### src/rtl/cpu_isa_pkg.sv
// Shared ISA definitions for the instruction assembler and the opcode decoder.
package cpu_isa_pkg;

  // Instruction word geometry
  localparam int unsigned INST_W  = 16;
  localparam int unsigned FIELD_W = 4;

  // Field bit positions: [15:12] opcode, [11:8] Rd, [7:4] Rs1, [3:0] Rs2/imm
  localparam int unsigned OP_HI  = 15;
  localparam int unsigned OP_LO  = 12;
  localparam int unsigned RD_HI  = 11;
  localparam int unsigned RD_LO  = 8;
  localparam int unsigned RS1_HI = 7;
  localparam int unsigned RS1_LO = 4;
  localparam int unsigned RS2_HI = 3;
  localparam int unsigned RS2_LO = 0;

  // Opcodes
  localparam logic [3:0] OP_NOP   = 4'd0;
  localparam logic [3:0] OP_WRITE = 4'd1;
  localparam logic [3:0] OP_READ  = 4'd2;
  localparam logic [3:0] OP_COPY  = 4'd3;
  localparam logic [3:0] OP_NOT   = 4'd4;
  localparam logic [3:0] OP_AND   = 4'd5;
  localparam logic [3:0] OP_OR    = 4'd6;
  localparam logic [3:0] OP_XOR   = 4'd7;
  localparam logic [3:0] OP_NAND  = 4'd8;
  localparam logic [3:0] OP_NOR   = 4'd9;
  localparam logic [3:0] OP_ADD   = 4'd10;
  localparam logic [3:0] OP_SUB   = 4'd11;
  localparam logic [3:0] OP_ADDI  = 4'd12;
  localparam logic [3:0] OP_SUBI  = 4'd13;
  localparam logic [3:0] OP_LSF   = 4'd14;
  localparam logic [3:0] OP_RSF   = 4'd15;

endpackage

### src/rtl/inst_encoder.sv
// Assembles a 16-bit instruction from four switch nibbles and offers it to the
// datapath over valid/ready. All outputs come straight from registers.
module inst_encoder
  import cpu_isa_pkg::*;
#(
  parameter int unsigned CNT_W = 8
) (
  input  logic              clk,
  input  logic              rst,
  input  logic [3:0]        nib_in,
  input  logic              nib_strobe,
  input  logic              cancel,
  input  logic              inst_ready,
  output logic [INST_W-1:0] inst,
  output logic              inst_valid,
  output logic [1:0]        field_idx,
  output logic [CNT_W-1:0]  issue_cnt
);

  typedef enum logic [2:0] {
    S_OP,
    S_RD,
    S_RS1,
    S_RS2,
    S_ISSUE
  } state_t;

  state_t state;

  // FSM with registered word, valid, field index and issue counter
  always_ff @(posedge clk or posedge rst) begin
    if (rst) begin
      state      <= S_OP;
      inst       <= '0;
      inst_valid <= 1'b0;
      field_idx  <= 2'd0;
      issue_cnt  <= '0;
    end else begin
      unique case (state)
        S_OP: begin
          // cancel wins over a coincident strobe
          if (cancel) begin
            inst <= '0;
          end else if (nib_strobe) begin
            inst[OP_HI:OP_LO] <= nib_in;
            if (nib_in == OP_NOP) begin
              // a nop has no operands: issue it immediately with a clean body
              inst[RD_HI:0] <= '0;
              inst_valid    <= 1'b1;
              field_idx     <= 2'd0;
              state         <= S_ISSUE;
            end else begin
              field_idx <= 2'd1;
              state     <= S_RD;
            end
          end
        end

        S_RD: begin
          if (cancel) begin
            inst      <= '0;
            field_idx <= 2'd0;
            state     <= S_OP;
          end else if (nib_strobe) begin
            inst[RD_HI:RD_LO] <= nib_in;
            field_idx         <= 2'd2;
            state             <= S_RS1;
          end
        end

        S_RS1: begin
          if (cancel) begin
            inst      <= '0;
            field_idx <= 2'd0;
            state     <= S_OP;
          end else if (nib_strobe) begin
            inst[RS1_HI:RS1_LO] <= nib_in;
            field_idx           <= 2'd3;
            state               <= S_RS2;
          end
        end

        S_RS2: begin
          if (cancel) begin
            inst      <= '0;
            field_idx <= 2'd0;
            state     <= S_OP;
          end else if (nib_strobe) begin
            inst[RS2_HI:RS2_LO] <= nib_in;
            inst_valid          <= 1'b1;
            field_idx           <= 2'd0;
            state               <= S_ISSUE;
          end
        end

        S_ISSUE: begin
          // word is frozen until accepted; strobe and cancel are ignored here
          if (inst_ready) begin
            issue_cnt  <= issue_cnt + CNT_W'(1);
            inst       <= '0;
            inst_valid <= 1'b0;
            field_idx  <= 2'd0;
            state      <= S_OP;
          end
        end

        default: begin
          inst       <= '0;
          inst_valid <= 1'b0;
          field_idx  <= 2'd0;
          state      <= S_OP;
        end
      endcase
    end
  end

endmodule
### config.mk
export PLATFORM = sky130hd
export DESIGN_NAME = inst_encoder
export DESIGN_NICKNAME = d
export VERILOG_FILES = /design/src/rtl/cpu_isa_pkg.sv /design/src/rtl/inst_encoder.sv
export SDC_FILE = /design/constraint.sdc
export NUM_CORES = 1
export LEC_CHECK = 0
export BUFFER_PORTS_ARGS = -buffer_cell sky130_fd_sc_hd__buf_2
export CAP_MARGIN = 5
export CORE_ASPECT_RATIO = 1.4
export CORE_MARGIN = 5
export CORE_UTILIZATION = 55
export DETAILED_ROUTE_END_ITERATION = 10
export PLACE_DENSITY_LB_ADDON = 0.3
export SLEW_MARGIN = 20
export SYNTH_ARGS = -nofsm -noshare
export SYNTH_HDL_FRONTEND = slang
export SYNTH_SLANG_ARGS = --single-unit
### constraint.sdc
create_clock -name clk -period 3.4 [get_ports clk]
set_input_delay 0.17 -clock clk [delete_from_list [all_inputs] [get_ports clk]]
set_output_delay 0.17 -clock clk [all_outputs]
set_load 0.01 [all_outputs]
== Yosys cells after proc, flatten, opt, wreduce, memory -nomap -nowiden ==
Index checks and enable logic that the tools add are counted.

* Register bits: 30
* Logic and storage cells: 77
* Output and inout port bits: 27

* Reduce and logical (&&, ||, !) cells: 10
* $add $sub $neg: 1
* Bitwise logic cells: 1
* Equal/unequal tests: 18
* Mux-type cells: 39

{| class="wikitable"
|+ Operators with widths
! operator !! number
|-
| one-hot mux 16 bit (5 select lines) || 1
|-
| 2-to-1 mux 16 bit || 3
|-
| 2-to-1 mux 3 bit || 10
|-
| 2-to-1 mux 12 bit || 2
|-
| AND reduction 6 bit || 4
|-
| 2-to-1 mux 2 bit || 9
|-
| != test 2 bit (second input constant) || 9
|-
| != test 3 bit (second input constant) || 5
|-
| one-hot mux 3 bit (5 select lines) || 1
|-
| 2-to-1 mux 4 bit || 3
|-
| one-hot mux 2 bit (5 select lines) || 1
|-
| adder 8 x 1 -> 8 bit (second input constant) || 1
|-
| 2-to-1 mux 8 bit || 1
|-
| 2-to-1 mux 1 bit || 7
|-
| AND reduction 7 bit || 1
|-
| == test 3 x 2 -> 1 bit (second input constant) || 2
|-
| AND reduction 5 bit || 1
|-
| logical NOT 4 bit || 1
|-
| one-hot mux 1 bit (4 select lines) || 1
|-
| == test 3 x 1 -> 1 bit (second input constant) || 1
|-
| == test 3 bit (second input constant) || 1
|-
| logical NOT 3 bit || 1
|-
| AND reduction 2 bit || 1
|-
| OR reduction 2 bit || 1
|-
| NOT 1 bit || 1
|}

== Depth between registers and ports, before layout ==
Gate-level depths: netlist (run 1).

* Depth after elaboration: 5
* Depth in mapped cells: 5
* Mapped depth without buffers: 4

== Least setup slack after synthesis (run 1) ==
Ideal clock, no wire load.

* Path kind: flip-flop to flip-flop
* Start: register state[0]
* End: register inst[12]
* Setup slack: 2.003 ns
* Required time: 3.279 ns
* Stages on the path, launching flop included: 6
* Setup time: 0.121 ns
* Arrival: 1.276 ns
* Buffers on the path: 1
* Cell sequence: dfrtp_1 buf_2 nor2_1 nand2_1 a22o_1 a22o_2

* Word-level cells in the longest chain between the ends: 3

{| class="wikitable"
|+ RTL lines
! element !! line !! text
|-
| start, declared || inst_encoder.sv:28 || <nowiki>state_t state;</nowiki>
|-
| start signal, assigned || inst_encoder.sv:33 || <nowiki>state <= S_OP;</nowiki>
|-
| start signal, assigned || inst_encoder.sv:51 || <nowiki>state <= S_ISSUE;</nowiki>
|-
| start signal, assigned || inst_encoder.sv:54 || <nowiki>state <= S_RD;</nowiki>
|-
| == test 3 x 2 -> 1 bit, or another cell as far along || inst_encoder.sv:39 || <nowiki>unique case (state)</nowiki>
|-
| != test 2 bit (no line) or != test 3 bit (tied branches) || -- ||
|-
| AND reduction 5 bit (no line) || -- ||
|-
| end signal, assigned by index || inst_encoder.sv:45 || <nowiki>inst[OP_HI:OP_LO] <= nib_in;</nowiki>
|-
| end signal, assigned by index || inst_encoder.sv:65 || <nowiki>inst[RD_HI:RD_LO] <= nib_in;</nowiki>
|-
| end signal, assigned by index || inst_encoder.sv:77 || <nowiki>inst[RS1_HI:RS1_LO] <= nib_in;</nowiki>
|-
| end, declared || inst_encoder.sv:14 || <nowiki>output logic [INST_W-1:0] inst,</nowiki>
|}

Parallel ways exist; a longest one is shown, timed or not.
A chain may end at the register's enable or synchronous reset.

== Final worst setup path (run 1) ==
* Start: register state[0]
* End: register issue_cnt[6]

* Word-level cells in the longest chain between the ends: 2

{| class="wikitable"
|+ RTL lines
! element !! line !! text
|-
| == test 3 bit || inst_encoder.sv:39 ||
|-
| AND reduction 2 bit (no line) || -- ||
|-
| end signal, assigned || inst_encoder.sv:99 || <nowiki>issue_cnt <= issue_cnt + CNT_W'(1);</nowiki>
|-
| end, declared || inst_encoder.sv:17 || <nowiki>output logic [CNT_W-1:0] issue_cnt</nowiki>
|}

Every way passes these cells.

==> metrics.md, run 1 <==
| Metric | Value |
|---|---|
| Comb pwr share | `0.291` |
| Post-Synth XOR/XNOR Area | `0.04479` |
| Row cnt | `21` |
| Total core area | `2391 sq um` |
| Clock buffer depth | `2` |
| CTS clk-pin slew, worst paths | `about 90 ps` |
| Minimum clock period | `approximately 1500 ps` |
| First-pass GRT wire length | `around 5 mm` |
| Setup violations, final | `0` |
| Clk pwr share | `0.226` |
| Largest family of logic cells by synthesized area | `compound AO/OA/AOI/OAI gates` |
| IO Count | `36` |
| Async SR Flop Fraction | `1.000` |
| R2R cell count | `4` |
| Full die area | `3600 sq um` |
| CP Capture Type | `register` |
| Max Cap Viol | `0` |
| Relative slew slack | `0.6007` |
| WL final | `2.933 mm` |
| Sequential area share after synthesis | `0.5484` |
| Ys Warns | `0` |
| Root Driver | `clkbuf_4` |
| Synthesized area per cell | `about 11 sq um` |
| Mapped Cells | `120` |
| Vias per cell | `5.579` |
| RSZ-0062 raised after global routing | `false` |
| Diode count | `0` |
| Distinct cells, synth | `34` |
| Cts bufs inserted | `5` |
| Share of cells above drive strength 1 | `0.3416` |
| WHS Path Cells | `2` |
| PostCTS Resize Cnt | `0` |
| Critical path type | `register to register` |
| Number of global-route vias before repair | `1137` |
| Post-cts hold buffer count | `0` |
| Worst Path Required | `3610 ps` |
| Chip width | `52.16 um` |
| Worst setup margin | `1865 ps` |
| Slew Limit Fails | `0` |
| Vias | `1088` |
| Compound-Gate Fraction of Synth Area | `0.2212` |
| VDD IR max | `0.0003918 V` |
| Placer congestion estimate | `0.8838` |
| Met2 usage | `0.2825` |
| Post-synthesis mux area share | `0.008227` |
| Total gr overflow | `0` |
| Worst Setup Start Kind | `register` |
| DRT Pass-1 Iters | `4` |
| Initial Util | `0.5725` |
| Top post-synthesis cells by area | `dfrtp_1 55%, o2bb2ai_1 7.7%, xnor2_1 3.8%` |
| Max Clock Skew | `between 9 and 10 ps` |
| Cell taking the most area after synthesis | `dfrtp_1` |
| Placed cell area | `1572 sq um` |
| P_leak | `0.0008383 uW` |
| Met1 Use GR | `0.2316` |
| Final instance area | `1642 sq um` |
| Maximum clock frequency | `651.6 MHz` |
| Routed WL per cell | `15.04 um` |
| Synth Flop Type | `dfrtp_1` |
| WHS | `94.82 ps` |
| Simple-Gate Fraction of Synth Area | `0.1490` |
| Port Buffers | `35` |
| R2R setup slack | `1870 ps` |
| Maximum fanout along the worst path | `12` |
| CTS tree | `built` |
| Met3 usage | `0.06466` |
| PwrDens | `587.5 nW/um^2` |
| Largest net degree at the start of global routing | `31` |
| Worst slew pin tran | `598.1 ps` |
| Starting DRC count in detailed routing | `33` |
| Initial antenna violation count | `0` |
| CP arrival | `1750 ps` |
| Adder-Cell Fraction of Synth Area | `0.009141` |
| Switch Pwr | `about 330 uW` |
| Post-synth EDFFs | `0` |
| Post-route ant nets | `0` |
| Layout area overhead | `19.93%` |
| Setup TNS | `0 ps` |
| Placement Setup Slack | `1887 ps` |
| Post-CTS setup repair buffer count | `0` |
| Switching Fraction | `0.3456` |
| Overall power | `just under 1000 uW` |
| Status | `finished clean` |
| Period Utilization, post-route | `0.4514` |
| Sequential share of power | `0.483` |
| Endpoints failing hold | `0` |
| Syn Nets | `130` |
| Int Power | `around 630 uW` |
| Busiest grt layer | `met2` |
| DR DRC count | `0` |
| H-tree depth | `2` |
| Hold Path Class | `input pin to register` |
| Clk sinks | `30` |
| Dpl hpwl | `2.221 mm` |
| Mapped Area | `1369 sq um` |
| Final #Nets | `170` |
| GR Util All Layers | `0.1853` |
| Die H | `between 60 and 70 um` |
| Seq cells post-synth | `30` |
| Clock Latency Late Sink | `330 ps` |
| Synth top area share | `0.5484` |
## cells in the final DEF (no fill, tap or decap), types with 2 or more instances in the layout
cell	n
and3_1	2
xnor2_1	6
o21ai_4	2
nand2_1	11
buf_2	35
o21ai_2	3
o21a_1	2
o2bb2ai_1	12
a22o_1	4
nor3_1	3
nand2b_1	3
o21ai_0	4
a21oi_1	2
dfrtp_1	30
inv_1	2
clkbuf_4	5
nor2_1	10
nand4_1	3
## flip-flops by register name (all words and copies together) (netlist names)
register    count
inst           16
issue_cnt       8
state           3
field_idx       2
inst_valid      1
## synthesized netlist by cell type (3+ instances only)
cell	instances
nor3_1	3
nand4_1	3
o21ai_0	4
inv_1	3
o21ai_2	3
nand2b_1	3
nor2_1	10
buf_2	3
o2bb2ai_1	12
a22o_1	4
xnor2_1	6
dfrtp_1	30
nand2_1	11
## kinds of logic (layout without fill, tap and decap cells)
| group | after synthesis | in the layout |
|---|---|---|
| mux | 1 | 1 |
| xor+xnor | 7 | 7 |
| flops | 30 | 30 |
| compound gates | 36 | 36 |
| simple gates | 39 | 39 |
| fa+ha+maj | 1 | 1 |
| buf+inv | 6 | 47 |
## path summary, 6_finish.rpt
check | end | from
max in group asynchronous | inst[2] | rst
min reg2reg | issue_cnt[7] | issue_cnt[7]
max reg2reg | issue_cnt[6] | state[0]
min in group asynchronous | inst[0] | rst
max | issue_cnt[6] | state[0]
min | inst[15] | nib_in[3]
## power by group through the flow
stage	logic (uW)	clock network [uW]	registers, uW
floorplan	194	0	470
global placement	275	0	468
detailed placement	283	0	472
CTS	283	221	466
global route	314	235	476
finish	281	218	466
## area by class of cell
class / count / area [sq um]
timing repair buffer: 36 / 185.2
tap: 34 / 42.54
multi-input combinational: 84 / 591.8
inverter: 3 / 11.26
fill: 192 / 749.5
sequential: 30 / 750.7
clock buffer: 7 / 55.05
clock inverter: 1 / 5.005
## stage by stage
| step | std cells | utilization |
|---|---|---|
| 2_1_floorplan | 120 | - |
| 3_3_place_gp | 186 | 0.6572 |
| 3_5_place_dp | 186 | 0.6572 |
| 4_1_cts | 194 | 0.6824 |
| 5_1_grt | 195 | 0.6866 |
| 6_report | 195 | 0.6866 |
## worst max-delay path, stage by stage (launching register included)
cell	delay, ps
dfrtp_1	500
and4bb_2	430
and3_1	220
nand4_1	130
xnor2_1	140
## metal layers
metal / vias to the layer above / part of all wire
met5: - / 0
met2: 31 / 0.50
met3: 6 / 0.061
met4: 0 / 0.024
met1: 532 / 0.42
li1: 519 / -
Note: power is estimated with default switching activity, not from simulation.
==> inputs of run 2 (changes only) <==
Settings changed: CORE_UTILIZATION 55 to 46.
Clock period 3.4 ns to 1.37 ns, I/O delays scaled along.
==> run 2 against run 1 <==
Against the previous run: final area up 16%; clock skew down 1.6 ps; first-iteration DRC count down 3.0%; final cell count up 9.7%; largest cell class unchanged.
==> metrics.md, run 2 (synthesis results as in run 1) <==
| Metric | Value |
|---|---|
| Status | `finished clean` |
| WHS Path Cells | `2 (unchanged)` |
| CP arrival | `1500 ps (-250 ps)` |
| Setup crit start | `state[0]` |
| Largest register FFs | `16 (unchanged)` |
| R2R cell count | `4 (unchanged)` |
| Maximum fanout along the worst path | `4 (-8)` |
| DR DRC count | `0 (unchanged)` |
| Share of cells above drive strength 1 | `0.4802 (+0.1386)` |
| Final #Nets | `186 (+9.4%)` |
| WL final | `3.364 mm (+15%)` |
| Total core area | `2878 sq um (+20%)` |
| Final instance area | `1898 sq um (+16%)` |
| Root Driver | `clkbuf_8` |
| DRT Pass-1 Iters | `4 (unchanged)` |
| Minimum clock period | `1339 ps (-195.9 ps)` |
| Period Utilization, post-route | `0.9772 (+0.5258)` |
| Maximum clock frequency | `747.0 MHz (+15%)` |
| CTS clk-pin slew, worst paths | `70 ps (-20 ps)` |
| Row cnt | `23 (+9.5%)` |
| Clock Latency Late Sink | `280 ps (-50 ps)` |
| Placed cell area | `1675 sq um (+6.6%)` |
| Setup violations, final | `0 (unchanged)` |
| Die H | `74.55 um (+8.0%)` |
| RSZ-0062 raised after global routing | `true` |
| Critical path type | `register to register` |
| Initial Util | `0.4757 (-0.09682)` |
| Worst Path Required | `1530 ps (-2080 ps)` |
| Largest net degree at the start of global routing | `31 (unchanged)` |
| Hold Path Class | `input pin to register` |
| Max Clock Skew | `7.798 ps (-1.568 ps)` |
| Endpoints failing hold | `0 (unchanged)` |
| First-pass GRT wire length | `5.354 mm (+5.4%)` |
| Reg2reg start | `state[0]` |
| Post-Layout Cell Count | `214 (+9.7%)` |
| Top flop regs | `inst: 16 flops, issue_cnt: 8 flops, state: 3 flops` |
| Max Cap Viol | `0 (unchanged)` |
| Initial antenna violation count | `0 (unchanged)` |
| Post-route ant nets | `0 (unchanged)` |
| GR Util All Layers | `0.1691 (-0.01617)` |
| CTS tree | `built` |
| Worst slew pin tran | `377.7 ps (-220.5 ps)` |
| PwrDens | `1519 nW/um^2 (+160%)` |
| VDD IR max | `0.001156 V (+200%)` |
| Most flop-heavy register | `inst` |
| Most frequent cells in the layout | `35 x buf_2, 29 x dfrtp_1, 15 x buf_4` |
| Total gr overflow | `0 (unchanged)` |
| Placer congestion estimate | `0.9546 (+8.0%)` |
| Overall power | `2884 uW (+200%)` |
| Diode count | `0 (unchanged)` |
| Commonest non-fill, non-tap cell in the layout | `buf_2` |
| H-tree depth | `2 (unchanged)` |
| Cells after DPL | `202 (+8.6%)` |
| WHS | `42.65 ps (-52.16 ps)` |
| Slew Limit Fails | `0 (unchanged)` |
| CP Capture Type | `register` |
| Routed WL per cell | `15.72 um (+4.5%)` |
| P_leak | `0.0009470 uW (+13%)` |
| Clk sinks | `30 (unchanged)` |
| Layout area overhead | `38.67%` |
| Dpl hpwl | `2.413 mm (+8.6%)` |
| Starting DRC count in detailed routing | `32 (-3.0%)` |
| Worst Min Path Start | `nib_in[0]` |
| Vias | `1164 (+7.0%)` |
| IO Count | `36 (unchanged)` |
| Vias per cell | `5.439 (-2.5%)` |
| Clock buffer depth | `2 (unchanged)` |
| Full die area | `4182 sq um (+16%)` |
| Cts bufs inserted | `5 (unchanged)` |
| Number of global-route vias before repair | `1167 (+2.6%)` |
| Worst Setup Start Kind | `register` |
| Relative slew slack | `0.7482 (+0.1476)` |
| Port Buffers | `35 (unchanged)` |
| Chip width | `56.10 um (+7.6%)` |
[run 2: changes by cell type in the layout (fill, tap and decap cells not counted), moves of 4 or more]
cell	before	now
buf_4	0	15
clkbuf_4	5	0
clkbuf_8	1	6
nor2_1	10	5
nor2_2	0	4
o2bb2ai_1	12	8
o2bb2ai_2	0	4
[run 2: layer usage]
| metal | track usage | wire (um) | part of all wire | vias up |
|---|---|---|---|---|
| met3 | 0.05035 | 170 | 0.051 | 5 |
| met5 | 0 | 0 | 0 | - |
| met4 | 0.05541 | 53 | 0.016 | 0 |
| li1 | - | - | - | 550 |
| met2 | 0.2978 | 1808 | 0.54 | 36 |
| met1 | 0.1987 | 1332 | 0.40 | 573 |
[run 2: final timing paths]
| check | endpoint | slack [ps] |
|---|---|---|
| setup / recovery | inst[7] | 30 |
| setup reg to reg | inst[7] | 30 |
| min in group asynchronous | inst[15] | 400 |
| max in group asynchronous | state[1] | 680 |
| hold / removal | inst[12] | 40 |
| hold reg to reg | issue_cnt[7] | 480 |
[run 2: cell type report]
class | count | area [sq um]
clock buffer | 6 | 82.58
inverter | 3 | 11.26
timing repair buffer | 52 | 309.0
tap | 37 | 46.29
fill | 234 | 979.7
multi-input combinational | 84 | 684.4
clock inverter | 2 | 12.51
sequential | 30 | 752.0
[run 2: per-stage QoR]
stage                       util  worst slack [ps]  setup TNS [ps]
final                     0.6596             31.29               0
after global routing      0.6596            -52.95          -308.0
after CTS                 0.6213             16.88               0
after detailed placement  0.5822            -2.947          -3.112
after global placement    0.5822            -18.86          -25.81
after floorplan                -             14.31               0
[run 2: what timing repair did]
action	CTS	global route
hold endpoints to repair	30	0
buffers inserted	1	3
setup endpoints to repair	6	19
gates resized for setup	0	21
pin swaps	1	6
hold buffers	1	0
[run 2: power by group]
group | internal, uW | total, uW | switching (uW)
sequential | 1020 | 1130 | 105
combinational | 476 | 1020 | 539
clock | 403 | 742 | 339
total | 1900 | 2880 | 983
[run 2: critical path: stages, from the launching register on]
cell	delay, ps
dfrtp_1	420
or2_4	280
o21ai_4	260
o21ai_4	120
o2bb2ai_2	140
